## config.mk

```make
export PLATFORM = sky130hd
export DESIGN_NAME = qpsk_symbol_mapper_flat
export DESIGN_NICKNAME = d
export VERILOG_FILES = /design/src/rtl/qpsk_symbol_mapper_pkg.sv /design/src/rtl/qpsk_symbol_mapper_if.sv /design/src/rtl/qpsk_symbol_mapper_sym_tick.sv /design/src/rtl/qpsk_symbol_mapper.sv /design/src/flat_wrapper.sv
export SDC_FILE = /design/constraint.sdc
export NUM_CORES = 1
export LEC_CHECK = 0
export CAP_MARGIN = 25
export CORE_MARGIN = 3
export CORE_UTILIZATION = 35
export DETAILED_ROUTE_END_ITERATION = 8
export PLACE_DENSITY = 0.6
export SLEW_MARGIN = 15
export SYNTH_ARGS = -nofsm -noshare
export SYNTH_HDL_FRONTEND = slang
export SYNTH_SLANG_ARGS = --single-unit
```

## constraint.sdc

```tcl
create_clock -name clk -period 3.5 [get_ports clk]
set_clock_uncertainty 0.2 [all_clocks]
set_input_delay 1.05 -clock clk [delete_from_list [all_inputs] [get_ports clk]]
set_output_delay 1.05 -clock clk [all_outputs]
set_load 0.005 [all_outputs]
```

## src/rtl/qpsk_symbol_mapper_pkg.sv

```systemverilog
// qpsk_symbol_mapper_pkg: shared definitions for the QPSK symbol mapper.
// Holds the mapper FSM state encoding and the Gray-dibit / quadrant tables.
// The direct mapping and the differential phase increment share one table.
package qpsk_symbol_mapper_pkg;

  typedef enum logic {
    ST_IDLE = 1'b0,
    ST_RUN  = 1'b1
  } state_t;

  // Gray dibit -> quadrant index (also the differential phase increment).
  // 00:0, 01:1, 11:2, 10:3
  function automatic logic [1:0] dibit_to_quad(input logic [1:0] d);
    logic [1:0] q;
    case (d)
      2'b00:   q = 2'd0;
      2'b01:   q = 2'd1;
      2'b11:   q = 2'd2;
      default: q = 2'd3;
    endcase
    return q;
  endfunction

  // Quadrant -> {negate_i, negate_q}
  // 0:(+,+) 1:(-,+) 2:(-,-) 3:(+,-)
  function automatic logic [1:0] quad_signs(input logic [1:0] q);
    logic [1:0] s;
    case (q)
      2'd0:    s = 2'b00;
      2'd1:    s = 2'b10;
      2'd2:    s = 2'b11;
      default: s = 2'b01;
    endcase
    return s;
  endfunction

endpackage

```

## src/rtl/qpsk_symbol_mapper_if.sv

```systemverilog
// qpsk_symbol_mapper_if: byte valid/ready stream feeding the symbol mapper.
interface qpsk_symbol_mapper_if;
  logic [7:0] s_data;
  logic       s_valid;
  logic       s_ready;

  modport master (output s_data, output s_valid, input s_ready);
  modport slave  (input s_data, input s_valid, output s_ready);
endinterface

```

## src/rtl/qpsk_symbol_mapper_sym_tick.sv

```systemverilog
// qpsk_sym_tick: free-running symbol-rate counter; one-cycle tick every
// CLK_DIV clocks while enabled, counter held at zero while disabled.
module qpsk_sym_tick #(
  parameter int CLK_DIV = 120
) (
  input  logic clk,
  input  logic rst_n,
  input  logic i_enable,
  output logic o_tick
);

  localparam int CW = $clog2((CLK_DIV < 2) ? 2 : CLK_DIV);
  localparam logic [CW-1:0] LAST = CW'(CLK_DIV - 1);

  logic [CW-1:0] r_cnt;

  // Count 0..CLK_DIV-1 and wrap; disabling restarts the symbol period.
  always_ff @(posedge clk) begin
    if (!rst_n) begin
      r_cnt <= '0;
    end else if (!i_enable) begin
      r_cnt <= '0;
    end else if (r_cnt == LAST) begin
      r_cnt <= '0;
    end else begin
      r_cnt <= r_cnt + CW'(1);
    end
  end

  assign o_tick = i_enable && (r_cnt == LAST);

endmodule

```

## src/rtl/qpsk_symbol_mapper.sv

```systemverilog
// qpsk_symbol_mapper: accepts bytes, splits each into four dibits MSB first
// and emits one QPSK I/Q symbol per symbol tick.
// Optional build macro QPSK_DIFF_EN selects differential phase encoding;
// without it the dibit is Gray-mapped directly to a quadrant.
module qpsk_symbol_mapper
  import qpsk_symbol_mapper_pkg::*;
#(
  parameter int CLK_DIV = 120,
  parameter int IQ_W    = 16,
  parameter int AMP     = 23170
) (
  input  logic                   clk,
  input  logic                   rst_n,
  input  logic                   enable,
  qpsk_symbol_mapper_if.slave    s_if,
  output logic signed [IQ_W-1:0] i_out,
  output logic signed [IQ_W-1:0] q_out,
  output logic                   sym_stb,
  output logic                   busy,
  output logic                   underrun
);

  if (CLK_DIV < 2) begin : g_bad_clk_div
    $error("qpsk_symbol_mapper: CLK_DIV must be >= 2");
  end
  if (AMP <= 0 || longint'(AMP) > ((longint'(1) << (IQ_W - 1)) - 1)) begin : g_bad_amp
    $error("qpsk_symbol_mapper: AMP must be positive and fit in IQ_W signed");
  end

  localparam logic signed [IQ_W-1:0] P_AMP = IQ_W'(AMP);
  localparam logic signed [IQ_W-1:0] N_AMP = -P_AMP;

  state_t                 r_state;
  logic                   r_hold_full;
  logic [7:0]             r_hold;
  logic [5:0]             r_shift;
  logic [1:0]             r_dibit_cnt;
  logic signed [IQ_W-1:0] r_i;
  logic signed [IQ_W-1:0] r_q;
  logic                   r_stb;
  logic                   r_underrun;
`ifdef QPSK_DIFF_EN
  logic [1:0]             r_phase;
`endif

  logic       w_tick;
  logic       w_accept;
  logic       w_load;
  logic       w_adv;
  logic       w_emit;
  logic [1:0] w_dibit;
  logic [1:0] w_quad;
  logic [1:0] w_signs;

  qpsk_sym_tick #(.CLK_DIV(CLK_DIV)) u_sym_tick (
    .clk      (clk),
    .rst_n    (rst_n),
    .i_enable (enable),
    .o_tick   (w_tick)
  );

  // Ready depends only on registered state, never on the tick.
  assign s_if.s_ready = !r_hold_full;
  assign w_accept     = s_if.s_valid && !r_hold_full;

  // Decide what this tick emits: a fresh byte's first dibit, the next
  // buffered dibit, or nothing (idle zero / underrun).
  always_comb begin
    w_load  = w_tick && r_hold_full && ((r_state == ST_IDLE) || (r_dibit_cnt == 2'd0));
    w_adv   = w_tick && (r_state == ST_RUN) && (r_dibit_cnt != 2'd0);
    w_emit  = w_load || w_adv;
    w_dibit = w_load ? r_hold[7:6] : r_shift[5:4];
`ifdef QPSK_DIFF_EN
    w_quad  = r_phase + dibit_to_quad(w_dibit);
`else
    w_quad  = dibit_to_quad(w_dibit);
`endif
    w_signs = quad_signs(w_quad);
  end

  // Mapper FSM with holding/shift registers and registered I/Q outputs.
  always_ff @(posedge clk) begin
    if (!rst_n) begin
      r_state     <= ST_IDLE;
      r_hold_full <= 1'b0;
      r_hold      <= '0;
      r_shift     <= '0;
      r_dibit_cnt <= '0;
      r_i         <= '0;
      r_q         <= '0;
      r_stb       <= 1'b0;
      r_underrun  <= 1'b0;
`ifdef QPSK_DIFF_EN
      r_phase     <= '0;
`endif
    end else begin
      r_stb      <= 1'b0;
      r_underrun <= 1'b0;

      // Drain first so an accept in the same cycle leaves the register full.
      if (w_load) begin
        r_hold_full <= 1'b0;
      end
      if (w_accept) begin
        r_hold_full <= 1'b1;
        r_hold      <= s_if.s_data;
      end

      if (w_emit) begin
        r_i     <= w_signs[1] ? N_AMP : P_AMP;
        r_q     <= w_signs[0] ? N_AMP : P_AMP;
        r_stb   <= 1'b1;
        r_state <= ST_RUN;
`ifdef QPSK_DIFF_EN
        r_phase <= w_quad;
`endif
        if (w_load) begin
          r_shift     <= r_hold[5:0];
          r_dibit_cnt <= 2'd1;
        end else begin
          r_shift     <= {r_shift[3:0], 2'b00};
          r_dibit_cnt <= r_dibit_cnt + 2'd1;
        end
      end else if (w_tick) begin
        r_i <= '0;
        r_q <= '0;
        if (r_state == ST_RUN) begin
          r_underrun <= 1'b1;
          r_state    <= ST_IDLE;
`ifdef QPSK_DIFF_EN
          r_phase    <= '0;
`endif
        end
      end
    end
  end

  assign i_out    = r_i;
  assign q_out    = r_q;
  assign sym_stb  = r_stb;
  assign busy     = (r_state == ST_RUN);
  assign underrun = r_underrun;

endmodule

```

## src/flat_wrapper.sv

```systemverilog
// flat-port wrapper written by rule: the top's interface ports become plain ports
module qpsk_symbol_mapper_flat import qpsk_symbol_mapper_pkg::*;
#(
  parameter int CLK_DIV = 120,
  parameter int IQ_W    = 16,
  parameter int AMP     = 23170
)
  (clk, rst_n, enable, i_out, q_out, sym_stb, busy, underrun, s_if_s_data, s_if_s_valid, s_if_s_ready);
  qpsk_symbol_mapper_if s_if_i ();
  input  logic clk;
  input  logic rst_n;
  input  logic enable;
  output logic signed [IQ_W-1:0] i_out;
  output logic signed [IQ_W-1:0] q_out;
  output logic sym_stb;
  output logic busy;
  output logic underrun;
  input wire logic [$bits(s_if_i.s_data)-1:0] s_if_s_data;
  input wire logic [$bits(s_if_i.s_valid)-1:0] s_if_s_valid;
  output wire logic [$bits(s_if_i.s_ready)-1:0] s_if_s_ready;
  assign s_if_i.s_data = s_if_s_data;
  assign s_if_i.s_valid = s_if_s_valid;
  assign s_if_s_ready = s_if_i.s_ready;
  qpsk_symbol_mapper #(.CLK_DIV(CLK_DIV), .IQ_W(IQ_W), .AMP(AMP)) u_core (.clk(clk), .rst_n(rst_n), .enable(enable), .s_if(s_if_i), .i_out(i_out), .q_out(q_out), .sym_stb(sym_stb), .busy(busy), .underrun(underrun));
endmodule
```

==> metrics.yaml, run 1 <==
status: "finished clean"
ys_async_sr_fraction_pct: 0
std_cell_rows: 23
ant_nets: 0
grt_pass1_wl_um: 4660
core-area_um2: 4140
synthMuxAreaShare_pct: 7.19
syn-cell-area_um2: 1570
overflow: 0
setup_violations: 0
synth_seq_area_share_pct: 39.6
endpoint_kind: "output pin"
cts_setup_buffers: 0
drt_iter0_markers: 40
drv_slew: 0
io_pins: 48
synthAdderAreaFrac_pct: 1.60
die_h_um: 72.9
synth_compound_area_share_pct: 13.4
cts_made_buffers: 5
dr.pass1.iters: 4
nets: 200
synth_top_family_by_area: "buffers and inverters"
ir_drop_mv: 0.238
wl_per_cell_um: 12.3
min_from: "u_core.u_sym_tick.r_cnt[0]"
hp-class: "flop to flop"
vias: 1194
yosys_warnings: 0
port_buffers: 45
synth_edf_count: 0
detail_route.vias_per_cell: 5.04
die_area_um2: 5310
start_util_pct: 37.8
powerDensity_nw_per_um2: 373
place_congestion: 0.795
cts.reportedPaths.clkPinSlew_ns: 0.06
crit_path_max_fanout: 11
drt_wl_total_um: 2910
yosys.cell_types.count: 41
netlist_instances: 168
drc_errors: 0
grt_pass1_vias: 1061
cts_tree: "yes"
reg2reg_from: "u_core.u_sym_tick.r_cnt[0]"
finalSetupTns_ns: 0
insertion_delay_ns: 0.27
cts_hold_buf: 0
setup_slack_ns: 0.819
grt_antenna_before_repair: 0
synth_xor_area_share_pct: 1.68
min_period_ns: 2.68
diodes: 0
grt_use_total_pct: 11.2
area_delta_synth_final_pct: 22.9
leakagePower_nw: 0.697
synth_area_per_cell_um2: 9.32
rsz0062_at_grt: "no"
period_share_pct: 76.6
hold_viol: 0
die_w_um: 72.9
synth_ff_type: "dfxtp_1"
yosysTopAreaCell: "dfxtp_1"
start_kind: "flop"
cts_max_level: 2
cts_resized: 0
dp_hpwl_um: 2200
fin_util_pct: 46.4
drive_above_1_share_pct: 8.56
synth_top_area_share_pct: 39.6
crit_type: "flop to output pin"
clock-sinks: 31
grt_max_degree: 18
max_cap_viol_count: 0
worstSetupStartpoint: "u_core.r_hold_full"
dp_slack_ns: 0.744
ys_ff_latch: 31
arrival_ns: 1.43
total_power_uw: 718
stdcell_count: 237
dp.cells: 229
cts_buffer_depth: 2
worstPathRequired_ns: 2.25
root_buffer: "clkbuf_8"
fmax_mhz: 373
yosys.area_share.simple_pct: 17.6
post_synth_main_area_contributors: "dfxtp_1 40%, buf_4 15%, mux2i_1 5.8%, nor2_1 3.4%, nand2_1 2.9%"
layout by cell type, fill, tap and decap left out, types with 2 or more instances in the layout:
cell / Yosys / layout
clkdlybuf4s50_1: 0 / 45
dfxtp_1: 31 / 31
nor2_1: 14 / 14
nand2_1: 12 / 12
mux2i_1: 9 / 9
a31oi_1: 7 / 7
clkbuf_8: 0 / 7
nand3_1: 6 / 6
a311oi_1: 5 / 5
inv_1: 3 / 3
nor2b_1: 3 / 3
or2b_1: 3 / 3
or3_1: 3 / 3
xor2_1: 2 / 2
o211a_1: 2 / 2
nand2b_1: 2 / 2
and3b_2: 2 / 2
o32ai_1: 2 / 2
mux2_2: 2 / 2
o221a_1: 2 / 2
o22ai_1: 2 / 2
ha_1: 2 / 2
conb_1: 1 / 2
buf_4: 31 / 2
Yosys cell counts (2+ instances only):
cell,count
nand3_1,6
or3_1,3
and3b_2,2
buf_6,2
a31oi_1,7
mux2i_1,9
o32ai_1,2
ha_1,2
dfxtp_1,31
nor2b_1,3
nand2b_1,2
a311oi_1,5
clkbuf_1,2
inv_1,3
buf_4,31
xor2_1,2
nand2_1,12
buf_2,2
mux2_2,2
o22ai_1,2
nor2_1,14
o221a_1,2
or2b_1,3
o211a_1,2
worst max-delay path: stages (launching register included):
cell and delay, ns:
dfxtp_1 0.57, inv_2 0.12, clkdlybuf4s50_1 0.47
path summary, 6_finish.rpt:
path | end | slack [ns] | depth (start not counted)
setup / recovery | s_if_s_ready | 0.82 | 2
hold / removal | u_core.u_sym_tick.r_cnt[0] | 0.25 | 1
setup reg to reg | u_core.r_shift[3] | 1.57 | 4
hold reg to reg | u_core.u_sym_tick.r_cnt[0] | 0.25 | 1
logic make-up after synthesis:
| family | after synthesis |
|---|---|
| AND/OR/NAND/NOR | 52 |
| buffers and inverters | 42 |
| flip-flops | 31 |
| AO/OA/AOI/OAI | 26 |
| multiplexers | 11 |
| XOR/XNOR | 3 |
| adder cells (fa/ha/maj) | 2 |
| other | 1 |
flip-flops by register name, summed over array words and instances (netlist names), 2 cells and up:
name	cells
u_core.r_hold	8
u_core.u_sym_tick.r_cnt	7
u_core.r_shift	6
u_core.i_out	3
u_core.q_out	2
u_core.r_dibit_cnt	2
where the power goes:
part | switching [mW] | leakage (nW) | internal [mW]
registers | 0.00643 | 0.252 | 0.360
clock network | 0.125 | 0.0515 | 0.179
logic | 0.0206 | 0.394 | 0.0264
per-stage QoR:
stage	hold WS [ns]	instance area, um2
finish	0.246	1920
floorplan	0.218	1570
CTS	0.254	1920
global placement	0.229	1820
detailed placement	0.244	1820
global route	0.282	1920
cell type report:
type / count / area (um2)
timing repair buffer: 47 / 465
sequential: 31 / 621
tap: 50 / 62.6
clock buffer: 8 / 100
multi-input combinational: 96 / 657
fill: 407 / 2220
inverter: 5 / 18.8
layer usage:
| layer | global-route usage (%) | part of all wire [%] | vias to the layer above |
|---|---|---|---|
| met3 | 3.31 | 8.1 | 4 |
| met2 | 19.2 | 45 | 46 |
| met5 | 0 | 0 | - |
| met1 | 12.8 | 45 | 554 |
| li1 | - | - | 590 |
| met4 | 4.92 | 1.6 | 0 |
Power figures use the tool's default switching activity.
==> run 2: changes to the inputs <==
- clock period: 3.5 -> 2.78 ns (I/O delays scaled with it)
==> run 2 against run 1 <==
  * Flip-flop and latch count unchanged
  * Critical path depth decreased by 1
  * Cell count increased by 1.3%
  * Wire length rose by 1.8%
  * Sequential share of layout area shrank 0.063 points
  * Sequential power rose by 25%
  * Total power up 20%
  * Non-clock buffer count is 3 higher
  * Clock power is 9.9% higher
  * Largest cell class unchanged
  * Register-to-register slack worse by 0.75 ns
==> metrics.yaml, run 2 (synthesis gave the netlist of run 1 again) <==
dp_hpwl_um: 2250  # +2.2%
place_congestion: 0.752  # -5.3%
grt_use_total_pct: 12.2  # +0.99 points
min_path_cells: 1  # unchanged
cts_tree: "yes"
start_kind: "flop"
crit_path_max_fanout: 9  # -2
drive_above_1_share_pct: 9.47  # +0.92 points
arrival_ns: 1.35  # -0.08 ns
layout_commonest_cell: "clkdlybuf4s50_1"
regToRegEndpoint: "u_core.r_shift[3]"
setup_violations: 0  # unchanged
whs_ns: 0.248  # +0.00204 ns
total_power_uw: 859  # +20%
detail_route.vias_per_cell: 4.99  # -0.92%
clock-sinks: 31  # unchanged
die_area_um2: 5310  # unchanged
grt_pass1_vias: 1171  # +10%
overflow: 0  # unchanged
status: "finished clean"
r2r_cells: 4  # unchanged
crit_family: "buffers and inverters"
std_cell_rows: 23  # unchanged
dp_slack_ns: 0.366  # -0.378 ns
dp.cells: 232  # +1.3%
cts_hold_buf: 0  # unchanged
die_w_um: 72.9  # unchanged
ir_drop_mv: 0.247  # +3.8%
cts.reportedPaths.clkPinSlew_ns: 0.06  # about the same
hp-class: "flop to flop"
port_buffers: 45  # unchanged
endpoint_kind: "output pin"
setup_slack_ns: 0.398  # -0.421 ns
grt_antenna_before_repair: 0  # unchanged
powerDensity_nw_per_um2: 446  # +19%
min_from: "u_core.u_sym_tick.r_cnt[0]"
largest-register: "u_core.r_hold"
finalSetupTns_ns: 0  # unchanged
core-area_um2: 4140  # unchanged
fin_util_pct: 46.5  # +0.091 points
largest_reg_flops: 8  # unchanged
cts_buffer_depth: 2  # unchanged
diodes: 0  # unchanged
worst_path_largest_cell_delay_ns: 0.57  # about the same
dr.pass1.iters: 4  # unchanged
final_area_um2: 1930  # +0.19%
cts_made_buffers: 5  # unchanged
stdcell_count: 240  # +1.3%
period_share_pct: 85.7
grt_pass1_wl_um: 5050  # +8.4%
most-common-layout-cells: "45 x clkdlybuf4s50_1, 31 x dfxtp_1, 14 x nor2_1"
cpMaxStageDelayCell: "clkdlybuf4s50_1"
vias: 1198  # +0.34%
max_cap_viol_count: 0  # unchanged
drv_slew: 0  # unchanged
ff2ff_setup_slack_ns: 0.82  # -0.75 ns
min_period_ns: 2.38
worstPathRequired_ns: 1.75  # -0.50 ns
start_util_pct: 37.8  # unchanged
grt_max_degree: 14  # -4
root_buffer: "clkbuf_8"
nets: 203  # +1.5%
seq_area_um2: 621  # unchanged
drt_iter0_markers: 35  # -13%
die_h_um: 72.9  # unchanged
ant_nets: 0  # unchanged
cts_max_level: 2  # unchanged
leakagePower_nw: 0.702  # +0.77%
area_delta_synth_final_pct: 23.2
drc_errors: 0  # unchanged
cts_resized: 0  # unchanged
cp_num_buf_inv: 1  # -1
wl_per_cell_um: 12.4  # +0.51%
reg2reg_from: "u_core.u_sym_tick.r_cnt[0]"
placed_area_um2: 1850  # +1.2%
largestRegisters: "u_core.r_hold: 8 flops, u_core.u_sym_tick.r_cnt: 7 flops, u_core.r_shift: 6 flops"
hold_viol: 0  # unchanged
fmax_mhz: 420
crit_type: "flop to output pin"
path_cells: "clkdlybuf4s50_1"
fill_cells: 405  # -0.49%
drt_wl_total_um: 2970  # +1.8%
io_pins: 48  # unchanged
multiInputGateArea_um2: 657  # unchanged
insertion_delay_ns: 0.28  # about the same
whs_endpoint: "u_core.u_sym_tick.r_cnt[0]"
worstSetupPathDepth: 1  # -1
rsz0062_at_grt: "no"
cts_setup_buffers: 0  # unchanged
-- run 2: where the power goes --
group / leakage, nW / internal (mW) / switching, mW / total [mW]
clock network: 0.0422 / 0.175 / 0.159 / 0.334
logic: 0.409 / 0.0362 / 0.0297 / 0.0659
registers: 0.252 / 0.454 / 0.00559 / 0.459
-- run 2: cell type report --
class / count / area share (%)
multi-input combinational: 96 / 34.1
clock inverter: 1 / 0.260
timing repair buffer: 50 / 25.3
tap: 50 / 3.24
sequential: 31 / 32.2
inverter: 5 / 0.973
clock buffer: 7 / 3.96
-- run 2: worst max path at each step --
stage	endpoint	from	slack [ns]
floorplan	u_core.r_shift[2]	enable	0.94
global placement	u_core.r_shift[2]	enable	0.42
detailed placement	u_core.r_shift[3]	enable	0.37
CTS	busy	u_core.i_out[1]	0.38
global route	busy	u_core.i_out[1]	0.32
finish	busy	u_core.i_out[1]	0.40
-- run 2: routing by layer --
metal  up-vias  track usage [%]  share of wire, %
met5         -                0                 0
met4         0             6.15               1.9
met3         7             4.13               8.3
met2        47             20.6                44
met1       549             13.5                45
li1        595                -                 -
==> run 3: changes to the inputs <==
- GPL_ROUTABILITY_DRIVEN: default -> 0
==> results of run 3 <==
The final DEF is identical to that of run 2; final timing and power are the same.
